$ cat config.mk
export PLATFORM = sky130hd
export DESIGN_NAME = shape_scan_gen_flat
export DESIGN_NICKNAME = d
export VERILOG_FILES = /design/src/rtl/render_pkg.sv /design/src/rtl/shape_scan_gen_if.sv /design/src/rtl/shape_scan_gen.sv /design/src/flat_wrapper.sv
export SDC_FILE = /design/constraint.sdc
export NUM_CORES = 1
export LEC_CHECK = 0
export BUFFER_PORTS_ARGS = -buffer_cell sky130_fd_sc_hd__buf_2
export CAP_MARGIN = 0
export CORE_MARGIN = 4
export CORE_UTILIZATION = 55
export DETAILED_ROUTE_END_ITERATION = 7
export PLACE_DENSITY = 0.85
export SLEW_MARGIN = 40
export SYNTH_ARGS = -nofsm -noshare
export SYNTH_HDL_FRONTEND = slang
export SYNTH_SLANG_ARGS = --single-unit
$ cat constraint.sdc
create_clock -name clk -period 8.2 [get_ports clk]
set_input_delay 0.41 -clock clk [delete_from_list [all_inputs] [get_ports clk]]
set_output_delay 0.41 -clock clk [all_outputs]
set_load 0.01 [all_outputs]
$ cat src/rtl/render_pkg.sv
// Shared render pipeline parameters and the scan generator state encoding.
// The coordinate widths are common to every stage through the output stage.
package render_pkg;

  localparam int X_W    = 11;
  localparam int Y_W    = 12;
  localparam int PROG_W = 6;

  typedef enum logic [1:0] {
    IDLE = 2'd0,
    SCAN = 2'd1,
    DONE = 2'd2
  } scan_state_e;

endpackage

$ cat src/rtl/shape_scan_gen_if.sv
// Pixel beat stream leaving the shape scan generator: coordinate, latched
// command fields and a valid/ready handshake.
interface shape_scan_gen_if
  import render_pkg::*;
();

  logic              out_valid;
  logic              out_ready;
  logic [X_W-1:0]    x_out;
  logic [Y_W-1:0]    y_out;
  logic [PROG_W-1:0] program_out;
  logic [X_W-1:0]    shape_width_out;
  logic [Y_W-1:0]    shape_height_out;
  logic              last_out;

  modport master (
    output out_valid,
    input  out_ready,
    output x_out,
    output y_out,
    output program_out,
    output shape_width_out,
    output shape_height_out,
    output last_out
  );

  modport slave (
    input  out_valid,
    output out_ready,
    input  x_out,
    input  y_out,
    input  program_out,
    input  shape_width_out,
    input  shape_height_out,
    input  last_out
  );

endinterface

$ cat src/rtl/shape_scan_gen.sv
// Shape scan generator: turns one shape command into a row-major stream of
// pixel coordinates over the bounding box, with downstream backpressure.
module shape_scan_gen
  import render_pkg::*;
(
  input  logic              clk,
  input  logic              rst_n,
  input  logic              start,
  input  logic [PROG_W-1:0] program_in,
  input  logic [X_W-1:0]    shape_width,
  input  logic [Y_W-1:0]    shape_height,
  output logic              busy,
  output logic              done,
  shape_scan_gen_if.master  pix
);

  localparam logic [X_W-1:0] X_ONE = X_W'(1);
  localparam logic [Y_W-1:0] Y_ONE = Y_W'(1);

  scan_state_e       state_q, state_d;
  logic [X_W-1:0]    x_q, x_d;
  logic [Y_W-1:0]    y_q, y_d;
  logic [PROG_W-1:0] prog_q, prog_d;
  logic [X_W-1:0]    w_q, w_d;
  logic [Y_W-1:0]    h_q, h_d;
  logic              valid_q, valid_d;
  logic              last_q, last_d;
  logic              busy_q, busy_d;
  logic              done_q, done_d;

  logic xAtEnd;
  logic yAtEnd;
  logic xfer;

  assign xAtEnd = (x_q == (w_q - X_ONE));
  assign yAtEnd = (y_q == (h_q - Y_ONE));
  assign xfer   = valid_q && pix.out_ready;

  always_comb begin
    state_d = state_q;
    x_d     = x_q;
    y_d     = y_q;
    prog_d  = prog_q;
    w_d     = w_q;
    h_d     = h_q;
    valid_d = valid_q;
    last_d  = last_q;
    busy_d  = busy_q;
    done_d  = 1'b0;

    case (state_q)
      IDLE: begin
        busy_d = 1'b0;
        if (start) begin
          prog_d = program_in;
          w_d    = shape_width;
          h_d    = shape_height;
          x_d    = '0;
          y_d    = '0;
          busy_d = 1'b1;
          if ((shape_width == '0) || (shape_height == '0)) begin
            state_d = DONE;
            done_d  = 1'b1;
          end else begin
            state_d = SCAN;
            valid_d = 1'b1;
            last_d  = (shape_width == X_ONE) && (shape_height == Y_ONE);
          end
        end
      end

      SCAN: begin
        // last_out is precomputed for the coordinate being advanced to, so it
        // is registered alongside x/y and holds with them during a stall.
        if (xfer) begin
          if (!xAtEnd) begin
            x_d    = x_q + X_ONE;
            last_d = ((x_q + X_ONE) == (w_q - X_ONE)) && yAtEnd;
          end else if (!yAtEnd) begin
            x_d    = '0;
            y_d    = y_q + Y_ONE;
            last_d = (w_q == X_ONE) && ((y_q + Y_ONE) == (h_q - Y_ONE));
          end else begin
            valid_d = 1'b0;
            last_d  = 1'b0;
            state_d = DONE;
            done_d  = 1'b1;
          end
        end
      end

      DONE: begin
        state_d = IDLE;
        busy_d  = 1'b0;
      end

      default: begin
        state_d = IDLE;
        valid_d = 1'b0;
        last_d  = 1'b0;
        busy_d  = 1'b0;
      end
    endcase
  end

  always_ff @(posedge clk or negedge rst_n) begin
    if (!rst_n) begin
      state_q <= IDLE;
      x_q     <= '0;
      y_q     <= '0;
      prog_q  <= '0;
      w_q     <= '0;
      h_q     <= '0;
      valid_q <= 1'b0;
      last_q  <= 1'b0;
      busy_q  <= 1'b0;
      done_q  <= 1'b0;
    end else begin
      state_q <= state_d;
      x_q     <= x_d;
      y_q     <= y_d;
      prog_q  <= prog_d;
      w_q     <= w_d;
      h_q     <= h_d;
      valid_q <= valid_d;
      last_q  <= last_d;
      busy_q  <= busy_d;
      done_q  <= done_d;
    end
  end

  assign busy                 = busy_q;
  assign done                 = done_q;
  assign pix.out_valid        = valid_q;
  assign pix.x_out            = x_q;
  assign pix.y_out            = y_q;
  assign pix.program_out      = prog_q;
  assign pix.shape_width_out  = w_q;
  assign pix.shape_height_out = h_q;
  assign pix.last_out         = last_q;

endmodule
$ cat src/flat_wrapper.sv
// flat-port wrapper written by rule: the top's interface ports become plain ports
module shape_scan_gen_flat import render_pkg::*;
  (clk, rst_n, start, program_in, shape_width, shape_height, busy, done, pix_out_valid, pix_out_ready, pix_x_out, pix_y_out, pix_program_out, pix_shape_width_out, pix_shape_height_out, pix_last_out);
  shape_scan_gen_if pix_i ();
  input  logic clk;
  input  logic rst_n;
  input  logic start;
  input  logic [PROG_W-1:0] program_in;
  input  logic [X_W-1:0] shape_width;
  input  logic [Y_W-1:0] shape_height;
  output logic busy;
  output logic done;
  output wire logic [$bits(pix_i.out_valid)-1:0] pix_out_valid;
  input wire logic [$bits(pix_i.out_ready)-1:0] pix_out_ready;
  output wire logic [$bits(pix_i.x_out)-1:0] pix_x_out;
  output wire logic [$bits(pix_i.y_out)-1:0] pix_y_out;
  output wire logic [$bits(pix_i.program_out)-1:0] pix_program_out;
  output wire logic [$bits(pix_i.shape_width_out)-1:0] pix_shape_width_out;
  output wire logic [$bits(pix_i.shape_height_out)-1:0] pix_shape_height_out;
  output wire logic [$bits(pix_i.last_out)-1:0] pix_last_out;
  assign pix_out_valid = pix_i.out_valid;
  assign pix_i.out_ready = pix_out_ready;
  assign pix_x_out = pix_i.x_out;
  assign pix_y_out = pix_i.y_out;
  assign pix_program_out = pix_i.program_out;
  assign pix_shape_width_out = pix_i.shape_width_out;
  assign pix_shape_height_out = pix_i.shape_height_out;
  assign pix_last_out = pix_i.last_out;
  shape_scan_gen u_core (.clk(clk), .rst_n(rst_n), .start(start), .program_in(program_in), .shape_width(shape_width), .shape_height(shape_height), .busy(busy), .done(done), .pix(pix_i));
endmodule
==> out/results.tsv, run 1 <==
metric	value	unit
synth_seq_area_share	33.8	%
required	8460	ps
critical_path_peak_fanout	8	
main_combinational_cell_family_by_area_after_synthesis	simple AND/OR/NAND/NOR gates	
post_synth_edffs	0	
grt_setup_unrepaired	false	
cts.root.buffer_cell	clkbuf_8	
ys_top_cells_by_count	nand2_1, dfrtp_1, xnor2_1	
syn_to_final_growth	15.1	%
cp_startpoint_kind	flop	
setup_viol_count_final	0	
maximum_number_of_pins_on_one_net_before_global_route_repair	59	
groute.usage.overall	28.6	%
max-cap-violations	0	
synth.net_count	566	
mux_share_of_post_synthesis_cell_area	0.699	%
number_of_antenna_violations_at_the_first_check_in_global_routing	0	
timing.critical_path.cells	inv_1 -> ha_1 -> or4b_1 -> a2111oi_0 -> o21a_1 -> o22ai_1 -> or4b_4 -> nor2_8 -> o21ai_2 -> o211ai_1	
dr.first_iter.drc_count	453	
setup_tns	0	ps
buffer_ports.inserted	88	
final_critical_delay_including_setup_and_external_delays	3510	ps
final_critical_path_setup_slack	4690	ps
synth_ff_type	dfrtp_1	
yosys_warnings	0	
reg2reg_depth	10	
insertion_delay	350	ps
setup.worst_path.start	u_core.pix.shape_height_out[0]	
maxClockFrequency	285	MHz
dp_hpwl	9.03	mm
cts_hold_buf	0	
area_taken_by_multi_input_logic_gates	2630	um^2
netlist_area	4290	um^2
worst_vdd_ir	0.000131	V
worstSetupPathDepth	10	
routed_wl	12.6	mm
first_pass_iters	6	
outcome	finished, final reports clean	
clock-skew-final	10.9	ps
crit-reg2reg-capture	u_core.pix.x_out[7]	
die_width	96.4	um
cp_slowest_stage_delay	610	ps
synth_area_in_xor_xnor	11.4	%
yosys.area_share.adder	1.46	%
ys_seq_elements	58	
drv_slew	0	
setup.worst_path.class	flop to flop	
synthesis.instances	528	
first_global_vias	4088	
nets	633	
yosysTopAreaCell	dfrtp_1	
relSlewSlack	53.5	%
critPathCaptureType	flop	
cts-htree-levels	3	
register_area	1450	um^2
gr-total-overflow	0	
power.leakage	2.26	nW
post-synth-top-count-cell	nand2_1	
diodes	0	
ctsResizeCount	0	
synth_compound_gate_area_share	17.0	%
post-place-ws	4870	ps
pwr_dens	209	nW/um^2
worstPathBufferInverterCount	1	
dieArea	9290	um^2
crit_slowest_cell	or4b_1	
fp-row-count	31	
post-route-drc-count	0	
r2r_setup_slack	4690	ps
average_cell_area_after_synthesis	8.13	um^2
critPathTopFamily	simple AND/OR/NAND/NOR gates	
final_worst_path_period_share	42.8	%
clk_pin_slew_worst_paths	80	ps
fp.coreArea	7410	um^2
cts_buffers	9	
synth_cell_types	69	
drt-wirelength-per-cell	18.1	um
critical_path_endpoint	u_core.pix.x_out[7]	
share_of_post_route_cells_with_drive_strength_above_1	20.8	%
fill_cells	641	
cts_num_sinks	58	
asyncSetResetFlopFracSynth	100	%
finalHoldViolations	0	
initial_utilization	58.0	%
critPathArrivalTime	3770	ps
fp.dieH	96.4	um
cts.repair_timing.setup_buffer_count	0	
worst_hold_slack	117	ps
routabilityCongestion	1.00	
design.portCount	89	
min_path_type	primary input to asynchronous set/reset pin	
synth.top_cell.area_share	33.8	%
grt_first_pass_wirelength	20.4	mm
worst_margin_slew	692	ps
clock_tree.buffer_depth	2	
largest_cells_by_area_after_synthesis	dfrtp_1, xnor2_1, nand2_1, nand3_1, o21ai_0	
total_vias_in_the_final_route	4357	
reg2reg_from	u_core.pix.shape_height_out[0]	
tritoncts	built	
detail_route.vias_per_cell	6.23	
yosys.area_share.simple	30.5	%
antenna_violating_nets_post_route	0	
-- layout by cell type, fill, tap and decap left out, drive strengths merged, types with 10 or more instances in the layout --
cell type	count
nand2	97
buf	90
dfrtp	58
xnor2	45
o21ai	30
nor2	28
nand3	27
nor3	19
inv	18
and3	13
xor2	11
a21oi	11
o211ai	10
-- layout make-up --
class	count	area share [%]
repair buffers	90	9.29
clock inverters	7	1.87
inverters	17	1.29
multi-input cells	419	53.2
flip-flops and latches	58	29.4
clock buffers	9	2.51
well taps	99	2.51
-- cell families after synthesis --
kind of cell    after synthesis
xor+xnor                     56
mux                           3
compound gates              101
flops                        58
fa+ha+maj                     5
simple gates                254
buf+inv                      51
-- power breakdown --
group / leakage [nW] / switching, mW / internal (mW)
combinational: 1.41 / 0.182 / 0.150
sequential: 0.738 / 0.0795 / 0.321
clock: 0.113 / 0.130 / 0.171
total: 2.26 / 0.392 / 0.642
-- flip-flops by register name, summed over array words and instances (netlist names) --
signal / cells
u_core.pix.shape_height_out: 12
u_core.pix.program_out: 6
u_core.state_q: 2
u_core.pix.x_out: 11
u_core.pix.y_out: 12
u_core.pix.out_valid: 1
u_core.busy: 1
u_core.done: 1
u_core.pix.shape_width_out: 11
u_core.pix.last_out: 1
-- layer usage --
metal	vias to the layer above	track usage [%]	wire length (um)
met5	-	0	0
met4	0	10.5	374
met3	44	7.43	1180
met2	260	44.2	5920
met1	2040	38.6	5170
li1	2013	-	-
-- worst min path at each step --
stage / start / to / slack [ps] / cells after the start
floorplan: rst_n / u_core.busy / 110 / 0
global placement: u_core.pix.program_out[1] / u_core.pix.program_out[1] / 450 / 2
detailed placement: u_core.pix.program_out[5] / u_core.pix.program_out[5] / 460 / 2
CTS: rst_n / u_core.pix.y_out[8] / 230 / 2
global route: rst_n / u_core.pix.x_out[1] / 160 / 2
finish: rst_n / u_core.pix.x_out[1] / 120 / 2
-- stage by stage --
stage                     std cells  power (mW)  util [%]  cell area, um^2
after floorplan                 528       0.620         -             4290
after global placement          683       0.717      63.7             4720
after detailed placement        683       0.726      63.7             4720
after CTS                       699        1.03      66.6             4940
after global routing            699        1.09      66.7             4940
final                           699        1.03      66.7             4940
Power figures use the tool's default switching activity.
==> inputs of run 2 (changes only) <==
--- a/config.mk
+++ b/config.mk
@@ -8,9 +8,9 @@
 export BUFFER_PORTS_ARGS = -buffer_cell sky130_fd_sc_hd__buf_2
 export CAP_MARGIN = 0
 export CORE_MARGIN = 4
-export CORE_UTILIZATION = 55
+export CORE_UTILIZATION = 50
 export DETAILED_ROUTE_END_ITERATION = 7
-export PLACE_DENSITY = 0.85
+export PLACE_DENSITY = 0.82
 export SLEW_MARGIN = 40
 export SYNTH_ARGS = -nofsm -noshare
 export SYNTH_HDL_FRONTEND = slang
==> constraint.sdc (replaced) <==
create_clock -name clk -period 3.2 [get_ports clk]
set_input_delay 0.16 -clock clk [delete_from_list [all_inputs] [get_ports clk]]
set_output_delay 0.16 -clock clk [all_outputs]
set_load 0.01 [all_outputs]
==> run 2 against run 1 <==
Clock skew decreased by 3.3 ps; global-route usage decreased by 2.9 points; critical endpoint unchanged; fmax increased by 13%; sequential share of layout area decreased by 1.5 points.
==> out/results.tsv, run 2 (same netlist as run 1, synthesis figures left out) <==
metric	value	unit	change
outcome	finished, final reports clean		
fp.dieH	101	um	+4.5%
die_width	101	um	+4.5%
cts_buffers	9		unchanged
antenna_violating_nets_post_route	0		unchanged
reg2reg_from	u_core.pix.shape_height_out[6]		
insertion_delay	350	ps	about the same
cp_startpoint_kind	flop		
diodes	0		unchanged
final_core_util	62.8	%	-3.9 points
final_worst_path_period_share	96.8	%	+54 points
grt_setup_unrepaired	false		
buffer_ports.inserted	88		unchanged
setup_tns	0	ps	unchanged
worst_margin_slew	756	ps	+63.6 ps
p_seq_share	36.7	%	-2.0 points
critPathTopFamily	simple AND/OR/NAND/NOR gates		
critical_path_endpoint	u_core.pix.x_out[7]		
critical_path_peak_fanout	9		+1
drv_slew	0		unchanged
maxClockFrequency	323	MHz	+13%
final_critical_delay_including_setup_and_external_delays	3100	ps	-411 ps
share_of_post_route_cells_with_drive_strength_above_1	24.4	%	+3.6 points
first_global_vias	4327		+5.8%
first_pass_iters	5		-1
dieArea	10100	um^2	+9.1%
cts.root.buffer_cell	clkbuf_8		
fp-row-count	33		+6.5%
crit_slowest_cell	or4b_4		
post-route-drc-count	0		unchanged
routabilityCongestion	0.931		-7.3%
timing.critical_path.cells	or4_4 -> and3_1 -> a311oi_1 -> a32oi_1 -> or4b_4 -> nor2_8 -> o21ai_2 -> o211ai_1		
clk_pin_slew_worst_paths	70	ps	about the same
crit-reg2reg-capture	u_core.pix.x_out[7]		
met2_wirelength	6.02	mm	+1.6%
routed_wl	13.0	mm	+2.8%
dr.first_iter.drc_count	316		-30%
worstPathBufferInverterCount	0		-1
number_of_antenna_violations_at_the_first_check_in_global_routing	0		unchanged
net_switching_power	1.01	mW	+160%
clock-skew-final	7.64	ps	-3.26 ps
pwr_dens	520	nW/um^2	+150%
swShare	37.1	%	-0.81 points
setup.worst_path.class	flop to flop		
finalHoldViolations	0		unchanged
setup_viol_count_final	0		unchanged
cts-htree-levels	3		unchanged
relSlewSlack	49.6	%	-3.9 points
setup.worst_path.start	u_core.pix.shape_height_out[6]		
clock_tree.buffer_depth	2		unchanged
drt-wirelength-per-cell	17.7	um	-1.9%
gr-total-overflow	0		unchanged
cp_slowest_stage_delay	670	ps	+60 ps
layout_commonest_cell	nand2_1		
worst_vdd_ir	0.000383	V	+190%
required	3460	ps	-5000 ps
top_layer	met4		
syn_to_final_growth	21.4	%	
share_clk_of_total_power	28.9	%	-0.2 points
tritoncts	built		
worstSetupPathDepth	8		-2
detail_route.vias_per_cell	6.15		-1.3%
critPathArrivalTime	3360	ps	-410 ps
maximum_number_of_pins_on_one_net_before_global_route_repair	40		-32%
max-cap-violations	0		unchanged
cts_num_sinks	58		unchanged
routed-wl-met3	1.35	mm	+14%
groute.usage.overall	25.7	%	-2.9 points
grt_first_pass_wirelength	20.9	mm	+2.5%
dp_hpwl	9.38	mm	+3.9%
design.portCount	89		unchanged
most-common-layout-cells	nand2_1, buf_2, dfrtp_1		
share_comb_of_total_power	34.5	%	+2.4 points
total_vias_in_the_final_route	4502		+3.3%
power.leakage	2.38	nW	+5.6%
initial_utilization	51.7	%	-6.2 points
reg2reg_depth	8		-2
nets	660		+4.3%
route.layer.met1.wl	5.25	mm	+1.5%
critPathCaptureType	flop		
min_path_type	primary input to flop		
intPower	1.71	mW	+170%
fp.coreArea	8300	um^2	+12%
r2r_setup_slack	100	ps	-4590 ps
-- run 2: timing repair --
item,in CTS,in global routing
resized for setup,0,8
hold endpoints to repair,24,0
setup endpoints to repair,0,15
hold buffers,6,0
setup buffers,0,1
-- run 2: metal layers --
metal / global-route usage (%) / vias to the layer above
li1: - / 2080
met1: 34.8 / 2134
met2: 39.8 / 250
met3: 5.05 / 38
met4: 11.2 / 0
met5: 0 / -
-- run 2: worst min-delay path, cell delays in order --
cell     delay [ps]
buf_2            70
nand2_1          40
nand2_1          50
-- run 2: final cells by class --
type                    instances  area (um^2)
clock buffers                  10          138
clock inverters                 6         90.1
fillers                       713         3090
inverters                      17         63.8
multi-input cells             421         2680
flip-flops and latches         58         1450
well taps                     105          131
repair buffers                115          658
-- run 2: how the worst min path moves through the flow --
stage                                      endpoint  cells after the start          start  slack (ps)
after global routing      u_core.pix.program_out[3]                      3  program_in[3]          10
after CTS                 u_core.pix.program_out[3]                      3  program_in[3]           1
after floorplan                         u_core.busy                      0          rst_n        -140
after global placement                  u_core.done                      1          rst_n         140
after detailed placement        u_core.pix.y_out[5]                      1          rst_n         150
final                     u_core.pix.program_out[3]                      3  program_in[3]           7
-- run 2: stage by stage --
stage	setup slack (ps)	cell area, um^2	power, mW	hold WS [ps]	instances
2_1_floorplan	149	4290	1.59	-136	528
3_3_place_gp	281	4860	1.87	144	707
6_report	101	5210	2.71	7.38	732
3_5_place_dp	189	4860	1.90	150	707
5_1_grt	16.6	5210	2.87	11.6	732
4_1_cts	102	5150	2.69	0.970	729
-- run 2: power groups by stage --
stage               clock [mW]  sequential [mW]  combinational, mW
global placement             0            0.995              0.872
CTS                      0.791            0.988              0.914
floorplan                    0            0.979              0.609
global route             0.831             1.01               1.02
finish                   0.783            0.995              0.935
detailed placement           0            0.998              0.899
